--- src/rtl/flappy_pkg.sv ---
`default_nettype none
// ============================================================================
//  Module      : flappy_pkg
//  Description : Shared types and constants for the flappy game sequencer:
//                game-state and key-decoder encodings, PS/2 scan codes,
//                datapath widths and a saturating score increment.
//  Revision    : 1.0  initial release
// ============================================================================
package flappy_pkg;

   // Game state encoding as seen on o_game_state; 2'd3 is illegal
   typedef enum logic [1:0] {
      GS_IDLE = 2'd0,
      GS_PLAY = 2'd1,
      GS_DEAD = 2'd2
   } game_state_t;

   // PS/2 prefix tracking for the space-bar decoder
   typedef enum logic [1:0] {
      DEC_NORMAL = 2'd0,
      DEC_BREAK  = 2'd1,
      DEC_EXT    = 2'd2
   } dec_state_t;

   localparam logic [7:0] SC_SPACE = 8'h29;
   localparam logic [7:0] SC_BREAK = 8'hF0;
   localparam logic [7:0] SC_EXT   = 8'hE0;

   // Signed velocity width
   localparam int VEL_W = 12;
   // Stored bird row width (covers the 0..479 visible range)
   localparam int POS_W = 12;
   // Signed width for row arithmetic, wide enough that pos+vel never wraps
   localparam int Y_W   = 14;

   // Score counter stops at all-ones instead of wrapping
   function automatic logic [15:0] sat_inc16(input logic [15:0] v);
      return (v == 16'hFFFF) ? v : v + 16'd1;
   endfunction

endpackage
`default_nettype wire

--- src/rtl/flappy_game_sequencer_decoder.sv ---
`default_nettype none
// ============================================================================
//  Module      : ps2_space_decoder
//  Description : Turns the PS/2 byte stream into a sticky flap request.
//                Only a fresh space make code flaps; typematic repeats,
//                break sequences and extended (E0-prefixed) keys do not.
//  Revision    : 1.0  initial release
// ============================================================================
module ps2_space_decoder
   import flappy_pkg::*;
(
   input  logic       clk,
   input  logic       rst_n,
   input  logic       i_key_valid,
   input  logic [7:0] i_key_data,
   input  logic       i_consume,
   output logic       o_flap_req
);

   dec_state_t r_state;
   dec_state_t w_state_n;
   logic       r_space_held;
   logic       w_space_held_n;
   logic       r_flap_req;
   logic       w_flap_req_n;
   logic       w_flap_set;

   // Prefix state, key-held flag and pending flap request
   always_ff @(posedge clk or negedge rst_n) begin
      if (!rst_n) begin
         r_state      <= DEC_NORMAL;
         r_space_held <= 1'b0;
         r_flap_req   <= 1'b0;
      end else begin
         r_state      <= w_state_n;
         r_space_held <= w_space_held_n;
         r_flap_req   <= w_flap_req_n;
      end
   end

   // Byte decode; a new flap on the consume cycle survives for the next tick
   always_comb begin
      w_state_n      = r_state;
      w_space_held_n = r_space_held;
      w_flap_set     = 1'b0;
      if (i_key_valid) begin
         case (r_state)
            DEC_NORMAL: begin
               if (i_key_data == SC_SPACE) begin
                  if (!r_space_held) begin
                     w_flap_set     = 1'b1;
                     w_space_held_n = 1'b1;
                  end
               end else if (i_key_data == SC_BREAK) begin
                  w_state_n = DEC_BREAK;
               end else if (i_key_data == SC_EXT) begin
                  w_state_n = DEC_EXT;
               end
            end
            DEC_BREAK: begin
               if (i_key_data == SC_SPACE) begin
                  w_space_held_n = 1'b0;
               end
               w_state_n = DEC_NORMAL;
            end
            DEC_EXT: begin
               w_state_n = (i_key_data == SC_BREAK) ? DEC_BREAK : DEC_NORMAL;
            end
            default: begin
               w_state_n = DEC_NORMAL;
            end
         endcase
      end
      if (w_flap_set) begin
         w_flap_req_n = 1'b1;
      end else if (i_consume) begin
         w_flap_req_n = 1'b0;
      end else begin
         w_flap_req_n = r_flap_req;
      end
   end

   assign o_flap_req = r_flap_req;

endmodule
`default_nettype wire

--- src/rtl/flappy_game_sequencer.sv ---
`default_nettype none
// ============================================================================
//  Module      : flappy_game_sequencer
//  Description : Game-level controller. Synchronises VGA V_SYNC into a
//                one-per-frame tick, runs the IDLE/PLAY/DEAD game FSM with
//                per-frame bird physics, and keeps the saturating score.
//  Revision    : 1.0  initial release
// ============================================================================
module flappy_game_sequencer
   import flappy_pkg::*;
#(
   parameter int BIRD_Y_INIT = 240,
   parameter int FLOOR_Y     = 440,
   parameter int CEIL_Y      = 0,
   parameter int GRAVITY     = 1,
   parameter int FLAP_VEL    = -8,
   parameter int VEL_MAX     = 10,
   parameter int DEAD_FRAMES = 60
)
(
   input  logic        CLOCK_50,
   input  logic        resetn,
   input  logic        i_vga_vs,
   input  logic        i_key_valid,
   input  logic [7:0]  i_key_data,
   input  logic        i_collide,
   input  logic        i_pipe_pass,
   output logic [31:0] o_bird_y,
   output logic [1:0]  o_game_state,
   output logic [15:0] o_score,
   output logic        o_frame_tick
);

   localparam logic [POS_W-1:0]        c_init        = BIRD_Y_INIT[POS_W-1:0];
   localparam logic signed [Y_W-1:0]   c_floor       = FLOOR_Y[Y_W-1:0];
   localparam logic signed [Y_W-1:0]   c_ceil        = CEIL_Y[Y_W-1:0];
   localparam logic signed [VEL_W-1:0] c_gravity     = GRAVITY[VEL_W-1:0];
   localparam logic signed [VEL_W-1:0] c_flap_vel    = FLAP_VEL[VEL_W-1:0];
   localparam logic signed [VEL_W-1:0] c_vel_max     = VEL_MAX[VEL_W-1:0];
   localparam logic [15:0]             c_dead_frames = DEAD_FRAMES[15:0];

   // Reset synchroniser: asserts asynchronously, releases on a clock edge
   logic r_rst_meta;
   logic r_rst_sync;
   logic w_rst_n;

   // V_SYNC synchroniser and edge detector
   logic r_vs_meta;
   logic r_vs_sync;
   logic r_vs_prev;
   logic w_vs_fall;
   logic r_frame_tick;

   // Game and physics state
   game_state_t             r_state;
   game_state_t             w_state_n;
   logic signed [VEL_W-1:0] r_vel;
   logic signed [VEL_W-1:0] w_vel_n;
   logic [POS_W-1:0]        r_bird_y;
   logic [POS_W-1:0]        w_bird_y_n;
   logic [15:0]             r_score;
   logic [15:0]             w_score_n;
   logic [15:0]             r_dead_cnt;
   logic [15:0]             w_dead_cnt_n;

   // Physics datapath
   logic                    w_flap_req;
   logic signed [VEL_W-1:0] w_vel_grav;
   logic signed [VEL_W-1:0] w_vel_step;
   logic signed [Y_W-1:0]   w_y_sum;
   logic signed [Y_W-1:0]   w_y_clamp;
   logic                    w_hit_floor;

   // Two-flop reset release synchroniser
   always_ff @(posedge CLOCK_50 or negedge resetn) begin
      if (!resetn) begin
         r_rst_meta <= 1'b0;
         r_rst_sync <= 1'b0;
      end else begin
         r_rst_meta <= 1'b1;
         r_rst_sync <= r_rst_meta;
      end
   end

   assign w_rst_n = r_rst_sync;

   // V_SYNC is idle-high, so the sync chain resets high to avoid a false tick
   always_ff @(posedge CLOCK_50 or negedge w_rst_n) begin
      if (!w_rst_n) begin
         r_vs_meta    <= 1'b1;
         r_vs_sync    <= 1'b1;
         r_vs_prev    <= 1'b1;
         r_frame_tick <= 1'b0;
      end else begin
         r_vs_meta    <= i_vga_vs;
         r_vs_sync    <= r_vs_meta;
         r_vs_prev    <= r_vs_sync;
         r_frame_tick <= w_vs_fall;
      end
   end

   assign w_vs_fall = r_vs_prev & ~r_vs_sync;

   ps2_space_decoder u_decoder (
      .clk         (CLOCK_50),
      .rst_n       (w_rst_n),
      .i_key_valid (i_key_valid),
      .i_key_data  (i_key_data),
      .i_consume   (r_frame_tick),
      .o_flap_req  (w_flap_req)
   );

   // Candidate velocity and row for this frame; only committed on a tick
   always_comb begin
      w_vel_grav = r_vel + c_gravity;
      if (w_flap_req) begin
         w_vel_step = c_flap_vel;
      end else if (w_vel_grav > c_vel_max) begin
         w_vel_step = c_vel_max;
      end else begin
         w_vel_step = w_vel_grav;
      end
      w_y_sum = $signed({{(Y_W-POS_W){1'b0}}, r_bird_y})
              + $signed({{(Y_W-VEL_W){w_vel_step[VEL_W-1]}}, w_vel_step});
      w_y_clamp   = (w_y_sum < c_ceil) ? c_ceil : w_y_sum;
      w_hit_floor = (w_y_clamp >= c_floor);
   end

   // Game state and physics registers
   always_ff @(posedge CLOCK_50 or negedge w_rst_n) begin
      if (!w_rst_n) begin
         r_state    <= GS_IDLE;
         r_vel      <= '0;
         r_bird_y   <= c_init;
         r_score    <= '0;
         r_dead_cnt <= '0;
      end else begin
         r_state    <= w_state_n;
         r_vel      <= w_vel_n;
         r_bird_y   <= w_bird_y_n;
         r_score    <= w_score_n;
         r_dead_cnt <= w_dead_cnt_n;
      end
   end

   // Game FSM next-state; everything holds between frame ticks
   always_comb begin
      w_state_n    = r_state;
      w_vel_n      = r_vel;
      w_bird_y_n   = r_bird_y;
      w_score_n    = r_score;
      w_dead_cnt_n = r_dead_cnt;
      if (r_frame_tick) begin
         case (r_state)
            GS_IDLE: begin
               w_bird_y_n = c_init;
               w_vel_n    = '0;
               if (w_flap_req) begin
                  // The starting flap moves the bird on this very tick
                  w_state_n  = GS_PLAY;
                  w_score_n  = '0;
                  w_vel_n    = c_flap_vel;
                  w_bird_y_n = w_y_clamp[POS_W-1:0];
               end
            end
            GS_PLAY: begin
               w_vel_n = w_vel_step;
               if (i_collide || w_hit_floor) begin
                  // Death takes priority over a simultaneous pipe pass
                  w_state_n    = GS_DEAD;
                  w_dead_cnt_n = '0;
                  w_bird_y_n   = w_hit_floor ? c_floor[POS_W-1:0]
                                             : w_y_clamp[POS_W-1:0];
               end else begin
                  w_bird_y_n = w_y_clamp[POS_W-1:0];
                  if (i_pipe_pass) begin
                     w_score_n = sat_inc16(r_score);
                  end
               end
            end
            GS_DEAD: begin
               if (r_dead_cnt < c_dead_frames) begin
                  // Lock-out window: pending flaps are consumed and dropped
                  w_dead_cnt_n = r_dead_cnt + 16'd1;
               end else if (w_flap_req) begin
                  w_state_n    = GS_IDLE;
                  w_bird_y_n   = c_init;
                  w_vel_n      = '0;
                  w_dead_cnt_n = '0;
               end
            end
            default: begin
               w_state_n    = GS_IDLE;
               w_bird_y_n   = c_init;
               w_vel_n      = '0;
               w_dead_cnt_n = '0;
            end
         endcase
      end
   end

   assign o_bird_y     = {{(32-POS_W){1'b0}}, r_bird_y};
   assign o_game_state = r_state;
   assign o_score      = r_score;
   assign o_frame_tick = r_frame_tick;

endmodule
`default_nettype wire

--- config.mk ---
export PLATFORM = sky130hd
export DESIGN_NAME = flappy_game_sequencer
export DESIGN_NICKNAME = d
export VERILOG_FILES = /design/src/rtl/flappy_pkg.sv /design/src/rtl/flappy_game_sequencer_decoder.sv /design/src/rtl/flappy_game_sequencer.sv
export SDC_FILE = /design/constraint.sdc
export NUM_CORES = 1
export LEC_CHECK = 0
export ABC_AREA = 1
export BUFFER_PORTS_ARGS = -buffer_cell sky130_fd_sc_hd__buf_2
export CORE_MARGIN = 2
export CORE_UTILIZATION = 65
export CTS_BUF_LIST = sky130_fd_sc_hd__clkbuf_8
export DETAILED_ROUTE_END_ITERATION = 10
export PLACE_DENSITY = 0.94
export SLEW_MARGIN = 20
export SYNTH_ARGS = -nofsm -noshare
export SYNTH_HDL_FRONTEND = slang
export SYNTH_SLANG_ARGS = --single-unit
--- constraint.sdc ---
create_clock -name CLOCK_50 -period 5.4 [get_ports CLOCK_50]
set_input_delay 0.81 -clock CLOCK_50 [delete_from_list [all_inputs] [get_ports CLOCK_50]]
set_output_delay 0.81 -clock CLOCK_50 [all_outputs]
set_load 0.01 [all_outputs]
---- After elaboration in Yosys (flattened, before gate mapping) ----
Index checks and enable logic that the tools add are counted.
operators by class
  $add $sub $neg .......................... 4
  order comparisons ....................... 4
  equality and inequality tests ........... 20
  muxes and demuxes ....................... 40
  bitwise operators ....................... 3
  reduce and logical (&&, ||, !) cells .... 12
operators with widths
  kind                   count
  $mux 12                10
  $mux 16                6
  $pmux 12 s3            2
  $pmux 16 s3            1
  $add 16x1->16 const B  2
  $pmux 16 s2            1
  $eq 16x16->1 const B   1
  $eq 8x8->1 const B     2
  $lt 16x6->1 const B    1
  $add 13x12->14         1
  $ge 14x10->1 const B   1
  $lt 14x1->1 const B    1
  $mux 14                1
  $mux 2                 7
  $add 12x2->12 const B  1
  $gt 12x5->1 const B    1
  $ne 2x2->1 const B     6
  $mux 1                 9
  $eq 8x6->1 const B     1
  $ne 2x1->1 const B     4
  $reduce_and 4->1       2
  $pmux 2 s3             1
  $reduce_and 3->1       2
  $reduce_and 6->1       1
  other kinds (12)       18
word-level totals
  register bits ........................... 68
  input port bits ......................... 14
  output and inout port bits .............. 51
  word-level logic and storage cells ...... 97

---- Logic depth before layout (Yosys ltp) ----
Gate-level depths: netlist (run 1).
  word-level depth ........................ 11
  gate-level depth with buffers ........... 33
  gate-level depth less buffers ........... 32

---- Cells and area by module ----
A second synthesis (run 1) with hierarchy kept.
second synthesis, totals
  cells, all modules ...................... 693
  area total of the unflattened synthesis .. 4,795.8 um^2
modules (own cells, without submodules)
  module                 instances  cells an instance  area an instance (um^2)  sequential area each (um^2)
  flappy_game_sequencer  1          658                4,553.1                  1,610.3
  ps2_space_decoder      1          35                 242.7                    100.1

---- Worst setup path after synthesis (run 1) ----
Ideal clock, no wire load.
  kind .................................... register to register
  from .................................... register r_vel[0]
  to ...................................... register r_score[12], in the netlist o_score[12]
  setup time .............................. 117 ps
  data arrival time ....................... 3,618 ps
  data required time ...................... 5,283 ps
  setup slack ............................. 1,665 ps
  stages on the path, launching flop included .. 33
  path buffers ............................ 1
  period minus slack after synthesis ...... 3,735 ps
  cells stage by stage .................... dfrtp_1 ha_1 nand2_1 inv_1 nand3_1 nor3_1 nand3_1 xor2_1 inv_1 nand4_1 nand2_2 nand2_1 nor2_1 ha_1 inv_1 fa_1 inv_1 nand3_1 nand2_1 nand2_1 nand2_1 nand2_1 nand3_1 nand2_1 nand2_1 nand3_2 nand2_4 nand2_4 nand2_8 nand2_4 buf_12 nand2_2 nand2_1
on the way
  cells in the longest elaborated chain, start to end .. 11
ends and longest elaborated chain
  what                            line                          source
  from (decl)                     flappy_game_sequencer.sv:57   logic signed [VEL_W-1:0] r_vel;
  from (signal assigned)          flappy_game_sequencer.sv:139  r_vel <= w_vel_n;
  $add 12x2->12 (*)               flappy_game_sequencer.sv:115  w_vel_grav = r_vel + c_gravity;
  $gt 12x5->1                     flappy_game_sequencer.sv:118  end else if (w_vel_grav > c_vel_max) begin
  $mux 12 (*)                     flappy_game_sequencer.sv:118
  $mux 12 (*)                     flappy_game_sequencer.sv:116  if (w_flap_req) begin
  $add 13x12->14 (*)              flappy_game_sequencer.sv:124  + $signed({{(Y_W-VEL_W){w_vel_step[VEL_W-1]}}, w_vel_step});
  $lt 14x1->1                     flappy_game_sequencer.sv:125  w_y_clamp = (w_y_sum < c_ceil) ? c_ceil : w_y_sum;
  $mux 14 (*)                     flappy_game_sequencer.sv:125
  $ge 14x10->1 (*)                flappy_game_sequencer.sv:126  w_hit_floor = (w_y_clamp >= c_floor);
  $logic_or 1x1->1 (*)            flappy_game_sequencer.sv:168  if (i_collide || w_hit_floor) begin
  $ne 2x2->1 (no line) (*)        --
  $reduce_and 6->1 (no line) (*)  --
  to (signal assigned)            flappy_game_sequencer.sv:141  r_score <= w_score_n;
  to (decl)                       flappy_game_sequencer.sv:61   logic [15:0] r_score;
Mark *: on every way between the ends. The rest lies on a longest branch, timed or not.
A chain may end at the register's enable or synchronous reset.

---- Final worst setup path (run 1) ----
  from .................................... register r_vel[0]
  to ...................................... register r_score[4], in the netlist o_score[4]
The elaborated chain is that of the path after synthesis.

==> results of run 1 <==
cells by family (layout without fill, tap and decap cells):
kind of cell	after synthesis	in the layout	share of synthesized area, %
buffers and inverters	117	150	11.7
adder cells (fa/ha/maj)	19	19	5.23
other	2	21	0.160
AND/OR/NAND/NOR	394	394	37.6
flip-flops	68	68	36.5
XOR/XNOR	21	21	3.92
AO/OA/AOI/OAI	42	42	4.96
layer usage:
metal / share of wire [%] / vias up / global-route usage, %
li1: - / 2157 / -
met1: 40 / 2092 / 38.7
met2: 48 / 206 / 51.8
met3: 7.5 / 42 / 5.82
met4: 3.9 / 0 / 12.3
met5: 0 / - / 0
worst paths after layout:
path,cells after the start,slack [ns],from,to
max,31,1.03,r_vel[0]$_DFFE_PN0P_,o_score[4]$_DFFE_PN0P_
min,1,0.23,resetn,r_rst_sync$_DFF_PN0_
max reg2reg,31,1.03,r_vel[0]$_DFFE_PN0P_,o_score[4]$_DFFE_PN0P_
min reg2reg,0,0.27,r_rst_sync$_DFF_PN0_,o_score[11]$_DFFE_PN0P_
max in group asynchronous,1,4.18,r_rst_sync$_DFF_PN0_,r_vs_prev$_DFF_PN1_
min in group CLOCK_50,0,0.35,r_vs_meta$_DFF_PN1_,r_vs_sync$_DFF_PN1_
cell usage in the layout (no fill, tap or decap), drive strengths merged, types with 2 or more instances in the layout:
master	count
o22ai	2
buf	45
a21oi	10
nand3b	7
a31oi	3
dfstp	7
dfrtp	61
xnor2	4
o21ai	22
nand2	216
nand4	17
nor2	80
inv	90
xor2	17
clkbuf	11
ha	18
nor4	3
nand3	56
conb	21
nor3	12
clkinv	3
area by class of cell:
| class | count | area (µm²) |
|---|---|---|
| Tap cell | 96 | 120 |
| Clock buffer | 11 | 151 |
| Inverter | 89 | 337 |
| Timing Repair Buffer | 45 | 228 |
| Multi-Input combinational cell | 497 | 2500 |
| Fill cell | 538 | 1810 |
| Sequential cell | 68 | 1710 |
| Clock inverter | 5 | 46.3 |
power by group:
group / total (mW) / internal (mW) / switching [mW] / leakage, nW
Combinational: 0.880 / 0.274 / 0.607 / 1.78
Sequential: 0.669 / 0.588 / 0.0814 / 0.907
Clock: 0.428 / 0.233 / 0.195 / 0.113
Yosys cell counts (all sizes together):
cell type,instances,area share (%)
xor2,17,3.2
inv,87,7.0
nor3,12,1.3
nand3b,7,1.1
dfrtp,61,33
nand2,216,19
o21bai,1,0.16
xnor2,4,0.75
a31oi,3,0.40
conb,2,0.16
a311oi,1,0.19
o22ai,2,0.27
a41oi,1,0.19
clkinv,2,0.16
a31o,1,0.19
nor4,3,0.40
fa,1,0.43
and2,1,0.13
nor4b,1,0.19
ha,18,4.8
o21ai,22,2.3
nor2,80,6.7
dfstp,7,3.9
a21oi,10,1.1
or2,1,0.13
buf,25,4.2
a211oi,1,0.16
clkbuf,3,0.24
nand3,56,6.3
nand4,17,2.3
state kept, by name, summed over array words and instances, names as in the netlist:
signal                  flops
o_frame_tick                1
o_game_state                2
o_score                    16
r_bird_y                   12
r_dead_cnt                 16
r_rst_meta                  1
r_rst_sync                  1
r_vel                      12
r_vs_meta                   1
r_vs_prev                   1
r_vs_sync                   1
u_decoder.o_flap_req        1
u_decoder.r_space_held      1
u_decoder.r_state           2
worst reg2reg max path, delay by kind of cell (launching register included):
family	cells	cell delay (ns)
buffers and inverters	4	0.31
adder cells (fa/ha/maj)	3	0.78
AND/OR/NAND/NOR	23	2.53
XOR/XNOR	1	0.18
flip-flops	1	0.42
per-stage QoR:
step                      hold slack, ns  power (mW)
after floorplan                    0.331        1.33
after detailed placement           0.295        1.53
after CTS                          0.227        1.96
after global placement             0.280        1.49
after global routing               0.232        2.12
final                              0.234        1.98
==> run summary, run 1 <==
Vias/cell - 5.55
yosys warns - 0
sum of routed wire length over all layers - 11.2 mm
maximum vdd ir drop - 0.235 mV
outcome - finished clean
largest net degree at the start of global routing - 40
setup clock skew after layout - 0.0127 ns
vias in the first global route - 4266
number of buffers created by CTS - 9
RSZ-0062 raised after global routing - false
placement-stage cell area - 4900 µm²
cell class contributing the biggest share of worst-path delay - simple AND/OR/NAND/NOR gates
die height - 89.0 µm
antenna viol nets, final - 0
Post-CTS Setup Bufs - 0
Mapped Cells - 663
final routed DRC violation total - 0
Site Rows - 30
CP Data Arrival Time - 4.61 ns
total instance count after detailed placement - 795
Fmax - 229 MHz
starting density of the core - 67.9%
slack of the critical path - 1.03 ns
ratio of final minimum period to clock period - 80.9%
buffers added on ports - 44
Worst EP required - 5.65 ns
mean cell area of the mapped netlist - 7.08 µm²
total count of hold-check failures in the final report - 0
CTS hold repair buffers - 0
worst rel slew slack - 48.1%
path type of the worst setup path - flop to flop
final total negative setup slack - 0 ns
IO Pins - 65
Area growth, synth to finish - 8.70%
cell repeated most along the worst path - sky130_fd_sc_hd__nand2_1
root buffer cell - sky130_fd_sc_hd__clkbuf_8
CTS clock-pin slew for the worst setup and hold paths - 0.08 ns
critical path launch point type - flop
Post-Place Setup Slack - 1.15 ns
Synth Register Bits - 68
weighted congestion at the end of routability-driven global placement - 0.947
Non-Filler Instances - 811
number of nets in the finished design - 743
Inserted Diodes - 0
DIE WIDTH - 89.0 µm
crit path max fanout - 17
fraction of layout instances using a drive strength above 1 - 14.0%
initial antenna violation count - 0
number of levels in the clock H-tree - 3
critical path's slowest cell - sky130_fd_sc_hd__dfrtp_1
areal power density over the cells - 388 nW/µm²
count of final setup violators - 0
vias after detailed routing - 4497
CTS Sinks - 68
first-pass GRT wire length - 19.0 mm
post-route cell area - 5100 µm²
GRT Util Overall - 30.6%
clock tree from TritonCTS - yes
total global routing overflow - 0
nature of the critical path endpoint - flop
max-cap viol count - 0
Clock Latency Late Sink - 0.36 ns
mean routed wirelength per cell - 13.8 µm
CP max stage delay - 0.42 ns
post-DP HPWL - 8.27 mm
leakage component of the power - 2.80 nW
Final Util - 73.8%
Hold Crit Class - input port to asynchronous set/reset pin
detailed router's first-iteration violation count - 278
slew at the pin with the worst max-slew slack - 0.777 ns
final period demand of the worst path - 4.37 ns
Core ar. - 6910 µm²
number of buffers between clock root and the deepest sink - 2
share of synthesized area occupied by flip-flops and latches - 36.5%
post-synthesis cell area - 4690 µm²
number of buffer and inverter stages on the critical path - 4
die area - 7910 µm²
max-slew violation count - 0
Unique masters post-synth - 42
Detailed Routing Iterations Pass 1 - 5
total of cells resized after clock tree synthesis - 0
No activity file was read; power rests on OpenSTA's default activity.
==> run 2, diff against run 1 <==
--- a/config.mk
+++ b/config.mk
@@ -8,10 +8,10 @@
 export ABC_AREA = 1
 export BUFFER_PORTS_ARGS = -buffer_cell sky130_fd_sc_hd__buf_2
 export CORE_MARGIN = 2
-export CORE_UTILIZATION = 65
+export CORE_UTILIZATION = 54
 export CTS_BUF_LIST = sky130_fd_sc_hd__clkbuf_8
 export DETAILED_ROUTE_END_ITERATION = 10
-export PLACE_DENSITY = 0.94
+export PLACE_DENSITY = 0.84
 export SLEW_MARGIN = 20
 export SYNTH_ARGS = -nofsm -noshare
 export SYNTH_HDL_FRONTEND = slang
==> constraint.sdc (replaced) <==
create_clock -name CLOCK_50 -period 3.8 [get_ports CLOCK_50]
set_input_delay 0.57 -clock CLOCK_50 [delete_from_list [all_inputs] [get_ports CLOCK_50]]
set_output_delay 0.57 -clock CLOCK_50 [all_outputs]
set_load 0.01 [all_outputs]
==> run 2 against run 1 <==
Compared with the run above: largest cell class unchanged; critical path depth fell by 3; clock skew grew 0.0045 ns; highest routed layer unchanged; the flow now finishes with violations (negative setup slack); sequential power up 43%.
==> run summary, run 2 (synthesized netlist as in run 1, its figures left out) <==
detailed router's first-iteration violation count - 271
fill cell count - 659
sum of routed wire length over all layers - 12.3 mm
Comb power frac - 52.9%
vias after detailed routing - 4656
CTS clock-pin slew for the worst setup and hold paths - 0.08 ns
nature of the critical path endpoint - flop
Inserted Diodes - 0
final total negative setup slack - -3.24 ns
total instance count after detailed placement - 820
flop-to-flop setup slack - -0.15 ns
crit path max fanout - 6
ratio of final minimum period to clock period - 104%
count of final setup violators - 39
Site Rows - 34
setup clock skew after layout - 0.0172 ns
max-slew violation count - 0
Area growth, synth to finish - 22.2%
final period demand of the worst path - 3.95 ns
sequential share of power - 28.8%
buffers added on ports - 44
die height - 97.2 µm
Clock Latency Late Sink - 0.37 ns
CP Data Arrival Time - 4.24 ns
clock tree from TritonCTS - yes
slew at the pin with the worst max-slew slack - 1.06 ns
violations in the final reports - negative setup slack
startpoint of the worst hold path - i_vga_vs
Reg-to-Reg Start - r_vel[0]$_DFFE_PN0P_
RSZ-0062 raised after global routing - true
critical path's slowest cell - sky130_fd_sc_hd__dfrtp_1
outcome - finished with violations
share of total power in the clock network - 18.3%
antenna viol nets, final - 0
Fmax - 253 MHz
vias in the first global route - 4370
path type of the worst setup path - flop to flop
GRT Util Overall - 24.6%
Detailed Routing Iterations Pass 1 - 5
commonest non-fill, non-tap cells in the layout - sky130_fd_sc_hd__nand2_1 (174), sky130_fd_sc_hd__inv_1 (79), sky130_fd_sc_hd__nor2_1 (66), sky130_fd_sc_hd__dfrtp_1 (60), sky130_fd_sc_hd__nand3_1 (46)
leakage component of the power - 2.99 nW
GRT met2 Usage - 40.9%
Core ar. - 8550 µm²
total count of hold-check failures in the final report - 0
post-DP HPWL - 8.12 mm
Internal - 1.83 mW
die area - 9450 µm²
mean routed wirelength per cell - 14.3 µm
most used routing layer - met2
power dissipated by switching net loads - 1.50 mW
IO Pins - 65
number of buffers created by CTS - 9
slack of the critical path - -0.153 ns
flip-flop and latch area - 1710 µm²
area of the multi-input gates - 2840 µm²
Non-Filler Instances - 856
total global routing overflow - 0
first-pass GRT wire length - 19.1 mm
initial antenna violation count - 0
Worst EP required - 4.09 ns
CTS Sinks - 68
Switching Share - 45.1%
number of buffers between clock root and the deepest sink - 2
number of nets in the finished design - 776
number of levels in the clock H-tree - 3
DIE WIDTH - 97.2 µm
worst rel slew slack - 29.5%
fraction of layout instances using a drive strength above 1 - 26.5%
CP max stage delay - 0.40 ns
most common cell after layout, fill and taps aside - sky130_fd_sc_hd__nand2_1
critical path launch point type - flop
starting density of the core - 54.9%
Post-Place Setup Slack - -0.183 ns
Vias/cell - 5.44
worst hold margin - 0.297 ns
weighted congestion at the end of routability-driven global placement - 1.00
final routed DRC violation total - 0
capture point of the worst reg-to-reg path - r_dead_cnt[3]$_DFFE_PN0P_
R2R cell count - 28
maximum vdd ir drop - 0.338 mV
cell depth of the worst hold path - 1
Hold Crit Class - input port to flop
end point of the most critical hold path - r_vs_meta$_DFF_PN1_
GR met3 Demand/Resource - 7.12%
fraction of met1 tracks used by global routing - 31.0%
largest net degree at the start of global routing - 52
cell repeated most along the worst path - sky130_fd_sc_hd__nand2_2
max-cap viol count - 0
root buffer cell - sky130_fd_sc_hd__clkbuf_8
areal power density over the cells - 582 nW/µm²
## run 2: stage by stage
step / total power [mW] / util (%) / area, µm²
6_report: 3.34 / 67.0 / 5730
5_1_grt: 3.53 / 67.0 / 5730
4_1_cts: 2.92 / 62.1 / 5310
3_5_place_dp: 2.25 / 58.6 / 5010
3_3_place_gp: 2.21 / 58.6 / 5010
2_1_floorplan: 1.88 / - / 4760
## run 2: repair_timing
| action | 4_1_cts | 5_1_grt |
|---|---|---|
| endpoints found under the setup margin | 43 | 46 |
| pin swaps | 5 | 27 |
| hold buffers | 1 | 0 |
| buffers inserted | 4 | 12 |
| cloned | 0 | 3 |
| resized for setup | 11 | 78 |
| endpoints found under the hold margin | 2 | 0 |
## run 2: power by group through the flow
| stage | logic [mW] | registers [mW] | clock network, mW |
|---|---|---|---|
| after floorplan | 0.917 | 0.968 | 0 |
| after global placement | 1.26 | 0.951 | 0 |
| after detailed placement | 1.29 | 0.959 | 0 |
| after CTS | 1.36 | 0.949 | 0.611 |
| after global routing | 1.91 | 0.978 | 0.640 |
| final | 1.77 | 0.960 | 0.610 |
## run 2: how the worst max path moves through the flow
stage	from	endpoint	slack, ns	cells after the start
floorplan	r_vel[0]$_DFFE_PN0P_	o_score[12]$_DFFE_PN0P_	0.06	32
global placement	r_vel[1]$_DFFE_PN0P_	r_dead_cnt[11]$_DFFE_PN0P_	-0.04	28
detailed placement	r_vel[1]$_DFFE_PN0P_	r_dead_cnt[12]$_DFFE_PN0P_	-0.18	30
CTS	r_vel[0]$_DFFE_PN0P_	o_score[1]$_DFFE_PN0P_	0.0004	30
global route	r_vel[0]$_DFFE_PN0P_	r_dead_cnt[3]$_DFFE_PN0P_	-0.34	29
finish	r_vel[0]$_DFFE_PN0P_	r_dead_cnt[3]$_DFFE_PN0P_	-0.15	28
## run 2: metal layers
layer,wire length [µm],up-vias
met3,863,29
met4,270,0
met2,6120,208
li1,-,2238
met5,0,-
met1,5010,2181
## run 2: cell type report
class,count,share of cell area [%]
Clock inverter,7,1.18
Timing Repair Buffer,76,8.91
Tap cell,108,2.36
Inverter,89,6.00
Clock buffer,9,2.16
Sequential cell,68,29.9
Multi-Input combinational cell,499,49.5
## run 2: critical path, delay by kind of cell, from the launching register on
kind,cells,cell delay [ns]
AOI/OAI and AO/OA,1,0.10
xor gates and xnor gates,2,0.30
adders and majority gates,2,0.59
buffers and inverters,5,0.42
DFF,1,0.40
and+or+nand+nor,18,2.03
